==> config.mk <==
export PLATFORM = sky130hd
export DESIGN_NAME = register_file_sb
export DESIGN_NICKNAME = d
export VERILOG_FILES = /design/src/rtl/rf_pkg.sv /design/src/rtl/rf_scoreboard.sv /design/src/rtl/register_file_sb.sv
export SDC_FILE = /design/constraint.sdc
export NUM_CORES = 2
export LEC_CHECK = 0
export CAP_MARGIN = 10
export CORE_MARGIN = 3
export CORE_UTILIZATION = 68
export DETAILED_ROUTE_END_ITERATION = 10
export PLACE_DENSITY = 0.85
export SYNTH_ARGS = -nofsm -noshare
export SYNTH_HDL_FRONTEND = slang
export SYNTH_HIERARCHICAL = 1
export SYNTH_SLANG_ARGS = --single-unit
==> constraint.sdc <==
create_clock -name clk -period 104.5 [get_ports clk]
set_input_delay 20.9 -clock clk [delete_from_list [all_inputs] [get_ports clk]]
set_output_delay 20.9 -clock clk [all_outputs]
set_load 0.005 [all_outputs]
==> src/rtl/rf_pkg.sv <==
// Shared definitions for the scoreboarded register file: ABI register
// indices, the default stack-pointer reset value and the index type.
package rf_pkg;

    localparam int RF_ADDR_W = 5;

    typedef logic [RF_ADDR_W-1:0] reg_idx_t;

    // ABI names for the low architectural registers
    localparam reg_idx_t REG_ZERO = reg_idx_t'(0);
    localparam reg_idx_t REG_RA   = reg_idx_t'(1);
    localparam reg_idx_t REG_SP   = reg_idx_t'(2);
    localparam reg_idx_t REG_GP   = reg_idx_t'(3);
    localparam reg_idx_t REG_TP   = reg_idx_t'(4);

    // Stack pointer comes out of reset pointing at the top of the first 4 KiB
    localparam logic [31:0] SP_RESET_DEFAULT = 32'h0000_0FFF;

endpackage : rf_pkg

==> src/rtl/rf_scoreboard.sv <==
// Per-register busy tracking for outstanding writes.
// Issue sets a bit, writeback clears it; a set and clear on the same index
// in one cycle leaves the bit set because the younger instruction owns the
// register. Flush clears everything and overrides both. The pending count
// is kept incrementally so it always equals the number of set busy bits.
module rf_scoreboard #(
    parameter int ADDR_W = 5
) (
    input  logic                  clk,
    input  logic                  reset,
    input  logic                  set_en,
    input  logic [ADDR_W-1:0]     set_idx,
    input  logic                  clr_en,
    input  logic [ADDR_W-1:0]     clr_idx,
    input  logic                  flush,
    output logic [2**ADDR_W-1:0]  busy,
    output logic [ADDR_W:0]       pending_count
);

    localparam int NUM_REGS = 2**ADDR_W;
    localparam logic [ADDR_W:0] CNT_ONE = (ADDR_W+1)'(1);

    logic [NUM_REGS-1:0] busy_q;
    logic [NUM_REGS-1:0] busy_d;
    logic [ADDR_W:0]     count_q;
    logic [ADDR_W:0]     count_d;
    logic                set_v;
    logic                clr_v;
    logic                same_idx;

    // Next busy vector and count from set/clear/flush priority
    always_comb begin
        set_v    = set_en && (set_idx != '0);
        clr_v    = clr_en && (clr_idx != '0);
        same_idx = (set_idx == clr_idx);
        busy_d   = busy_q;
        count_d  = count_q;

        if (clr_v) begin
            busy_d[clr_idx] = 1'b0;
        end
        if (set_v) begin
            busy_d[set_idx] = 1'b1;
        end

        // A set only counts if the register was idle; a clear only counts if
        // it was busy and no younger issue re-claimed the same register.
        if (set_v && !busy_q[set_idx]) begin
            count_d = count_d + CNT_ONE;
        end
        if (clr_v && busy_q[clr_idx] && !(set_v && same_idx)) begin
            count_d = count_d - CNT_ONE;
        end

        if (flush) begin
            busy_d  = '0;
            count_d = '0;
        end
    end

    // Busy vector and pending count registers
    always_ff @(posedge clk or posedge reset) begin
        if (reset) begin
            busy_q  <= '0;
            count_q <= '0;
        end else begin
            busy_q  <= busy_d;
            count_q <= count_d;
        end
    end

    assign busy          = busy_q;
    assign pending_count = count_q;

endmodule : rf_scoreboard

==> src/rtl/register_file_sb.sv <==
// Integer register file with a write-tracking scoreboard.
// NUM_RD combinational read ports, one write port, register 0 hardwired to
// zero, stack-pointer register with a configurable reset value.
// Optional feature macro RF_BYPASS_EN: when defined, a write is forwarded to
// any read port addressing the same non-zero register in the same cycle and
// that port's busy flag is masked. When undefined, reads see the old value
// until the cycle after the write.
module register_file_sb
    import rf_pkg::*;
#(
    parameter int          DATA_W   = 32,
    parameter int          ADDR_W   = 5,
    parameter int          NUM_RD   = 2,
    parameter int          SP_IDX   = int'(REG_SP),
    parameter logic [31:0] SP_RESET = SP_RESET_DEFAULT
) (
    input  logic                       clk,
    input  logic                       reset,
    input  logic                       Reg_Write_i,
    input  logic [ADDR_W-1:0]          Write_Register_i,
    input  logic [DATA_W-1:0]          Write_Data_i,
    input  logic [NUM_RD*ADDR_W-1:0]   Read_Register_i,
    output logic [NUM_RD*DATA_W-1:0]   Read_Data_o,
    output logic [NUM_RD-1:0]          Read_Busy_o,
    input  logic                       Issue_i,
    input  logic [ADDR_W-1:0]          Issue_Register_i,
    input  logic                       Flush_i,
    output logic [ADDR_W:0]            Pending_Count_o,
    output logic                       All_Clear_o
);

    localparam int NUM_REGS = 2**ADDR_W;
    localparam logic [DATA_W-1:0] SP_RESET_VAL = DATA_W'(SP_RESET);

    logic [DATA_W-1:0]   regs [NUM_REGS];
    logic [NUM_REGS-1:0] busy;
    logic                wr_v;

    assign wr_v = Reg_Write_i && (Write_Register_i != '0);

    // Register storage; reset loads zeros plus the stack-pointer value
    always_ff @(posedge clk or posedge reset) begin
        if (reset) begin
            for (int i = 0; i < NUM_REGS; i++) begin
                regs[i] <= (i == SP_IDX) ? SP_RESET_VAL : '0;
            end
        end else if (wr_v) begin
            regs[Write_Register_i] <= Write_Data_i;
        end
    end

    rf_scoreboard #(
        .ADDR_W        (ADDR_W)
    ) u_scoreboard (
        .clk           (clk),
        .reset         (reset),
        .set_en        (Issue_i),
        .set_idx       (Issue_Register_i),
        .clr_en        (Reg_Write_i),
        .clr_idx       (Write_Register_i),
        .flush         (Flush_i),
        .busy          (busy),
        .pending_count (Pending_Count_o)
    );

    assign All_Clear_o = (Pending_Count_o == '0);

    genvar k;
    generate
        for (k = 0; k < NUM_RD; k++) begin : g_rd
            logic [ADDR_W-1:0] rd_idx;
            logic              rd_zero;
            logic              byp_hit;
            logic [DATA_W-1:0] rd_data;
            logic              rd_busy;

            assign rd_idx  = Read_Register_i[k*ADDR_W +: ADDR_W];
            assign rd_zero = (rd_idx == '0);
`ifdef RF_BYPASS_EN
            assign byp_hit = wr_v && (Write_Register_i == rd_idx);
`else
            assign byp_hit = 1'b0;
`endif

            // Port mux: zero register, forwarded write, or stored value
            always_comb begin
                rd_data = '0;
                rd_busy = 1'b0;
                if (!rd_zero) begin
                    if (byp_hit) begin
                        rd_data = Write_Data_i;
                        rd_busy = 1'b0;
                    end else begin
                        rd_data = regs[rd_idx];
                        rd_busy = busy[rd_idx];
                    end
                end
            end

            assign Read_Data_o[k*DATA_W +: DATA_W] = rd_data;
            assign Read_Busy_o[k]                  = rd_busy;
        end
    endgenerate

endmodule : register_file_sb

==> flow_summary.toml <==
[outcome]
status = "finished, final reports clean"

[final_layout]
n_fill_cell = 4929
final_layout_size_suffix_gt1_frac = 0.465
nets = 3908
syn_to_final_growth_pct = 8.68
layout_commonest_cell = "dfrtp_1"
final_cell_mix = "dfrtp_1, mux2_2, mux4_2, mux2i_1, clkdlybuf4s50_1"

[logic_synthesis]
synth.top_cell.area_share = 0.452
syn_inst = 3976
netlist_area_sq_um = 58200
yosysWarningCount = 6
post_synth.cell_area_avg_sq_um = 14.6
yosys.area.top_type = "dfrtp_1"
ys_ff_latch = 1062
yosys-top-cells-area = "dfrtp_1, mux2_2, mux4_2"
ys.flop_type = "dfrtp_1"
yosysSeqAreaShare = 0.457
synth-async-reset-ratio = 1.00
synth.distinct_cells = 69
synth_fp_nets = 4034
synth_edf_count = 0

[sta]
tightestPinTransition_ns = 1.19
rsz0062_at_grt = "false"
hold_violations = 0
report.final.slew_viol_count = 0
timing.setup.tns_ns = 0
fin_hold_ws_ns = 0.391
slew_headroom = 0.204
setup_violations = 0
fin_skew_ns = 0.0293
timing.fmax_mhz = 21.3
post-route-period-util = 0.450
period_needed_ns = 46.98

[worst_setup_path]
cpMostUsedCell = "buf_4"
start_kind = "input port"
end_kind = "primary output"
crit_path_top_delay_cell = "buf_4"
path_max_fanout = 56
max_stage_delay_ns = 0.90
crit_type = "input port to primary output"
worstPathRequired_ns = 83.60
cp.arrival_ns = 26.08
cp_cell_sequence = "buf_8 > buf_4 > buf_4 > buf_4 > mux4_1 > o2111ai_1 > a311oi_1 > clkdlybuf4s50_1"

[cts]
cts_tree = "yes"
cts_resized = 0
cts_buffers = 109
hold_buffers = 0
cts.clk_slew.worst_paths_ns = 0.06
postCtsSetupBuffers = 0
clk_latency_ns = 0.71
clk_path_buf_depth = 3
htree_levels = 3
clock_sinks = 1062
cts-root-buf = "clkbuf_16"

[floorplanning]
die_y_microns = 299
num_rows = 106
die_w_microns = 299
die_area_sq_um = 89100
start_util = 0.691
core_area_sq_um = 84200
num_io_pins = 130

[flow_run]
drv_cap = 0

[hold_path]
min_path_type = "flip-flop to flip-flop"

[power]
max-vdd-ir-drop_v = 0.0000193
p_leak_nw = 26.9
power.density_nw_per_um2 = 19.3
total_power_w = 0.00122

[routing]
drt-initial-drc-count = 5231
via_count = 39700
viasPerCell = 7.81
drcViolationCount = 0
wl_per_cell_microns = 35.0
drt_first_pass_iters = 8
routed_wl_mm = 178
ant_nets = 0

[grt]
antenna_found_initial = 5
grt_overflow_total = 0
grt_pass1_vias = 40500
grt_pass1_wl_mm = 265
grt_max_degree = 169
grt_usage = 0.400

[placed_design]
place_congestion = 0.896
dp_hpwl_mm = 97.2
port-buffer-count = 129
-- final timing paths --
| path | start | endpoint | slack [ns] | cells past startpoint |
|---|---|---|---|---|
| setup / recovery | Read_Register_i[6] | Read_Data_o[61] | 57.52 | 8 |
| hold / removal | regs[992] | regs[992] | 0.39 | 0 |
| setup reg to reg | u_scoreboard/busy[12] | u_scoreboard/pending_count[4] | 101.72 | 8 |
| hold reg to reg | regs[992] | regs[992] | 0.39 | 0 |
| max in group asynchronous | reset | regs[967] | 79.93 | 6 |
| min in group asynchronous | reset | u_scoreboard/pending_count[0] | 20.58 | 2 |
-- final cells by class --
class | instances | area (sq um) | share of cell area
antenna | 2 | 5.00 | 0.0000792
clock buffer | 162 | 3280 | 0.0519
clock inverter | 43 | 708 | 0.0112
inverter | 10 | 50.0 | 0.000792
multi-input combinational | 2454 | 29200 | 0.462
sequential | 1062 | 26600 | 0.421
tap | 1134 | 1420 | 0.0224
timing repair buffer | 213 | 1970 | 0.0312
-- synthesized netlist by cell type, types with 19 or more instances --
cell          n
a211oi_1     68
a21oi_1      34
a221oi_1     46
a22oi_1      67
a311oi_1     66
buf_2       143
buf_4        58
buf_6        49
clkbuf_1    190
dfrtp_1    1050
mux2_1       31
mux2_2     1033
mux2i_1     144
mux4_1       20
mux4_2      448
nand2_1      94
nor2_1       29
nor2b_1      76
o2111ai_1    19
o21ai_0      98
o21ai_1      49
-- cell families after synthesis --
logic type | synth area share
muxes | 0.413
DFF | 0.457
AOI/OAI and AO/OA | 0.0566
buffers and inverters | 0.0441
and+or+nand+nor | 0.0271
xor gates and xnor gates | 0.00166
adders and majority gates | 0.000215
-- layer usage --
metal | up-vias | share of wire | wire length [microns] | track usage
li1 | 15200 | - | - | -
met1 | 20800 | 0.36 | 64200 | 0.540
met2 | 2898 | 0.45 | 79800 | 0.590
met3 | 782 | 0.12 | 21200 | 0.111
met4 | 6 | 0.070 | 12500 | 0.233
met5 | - | 0.00051 | 91 | 0.00487
-- metrics by stage --
step           setup WS (ns)  std cells  instance area (sq um)  utilization
3_5_place_dp           57.46       4873                  59200        0.703
5_1_grt                57.20       5080                  63200        0.751
6_report               57.52       5080                  63200        0.751
3_3_place_gp           57.50       4873                  59200        0.703
4_1_cts                57.46       5078                  63200        0.751
2_1_floorplan          54.80       3976                  58200            -
-- flip-flops by register name, summed over array words and instances (netlist names) --
register                    count
u_scoreboard/pending_count      6
u_scoreboard/busy              32
regs                         1024
-- worst max-delay path: cells and delay by family --
kind	cells	cell delay, ns
AOI/OAI and AO/OA	2	1.01
muxes	1	0.41
buffers and inverters	5	3.64
-- where the power goes --
part / switching [W] / internal, W
clock: 0.000170 / 0.000261
combinational: 0.0000981 / 0.000143
sequential: 0.0000596 / 0.000488
(Power assumes the default switching activity.)
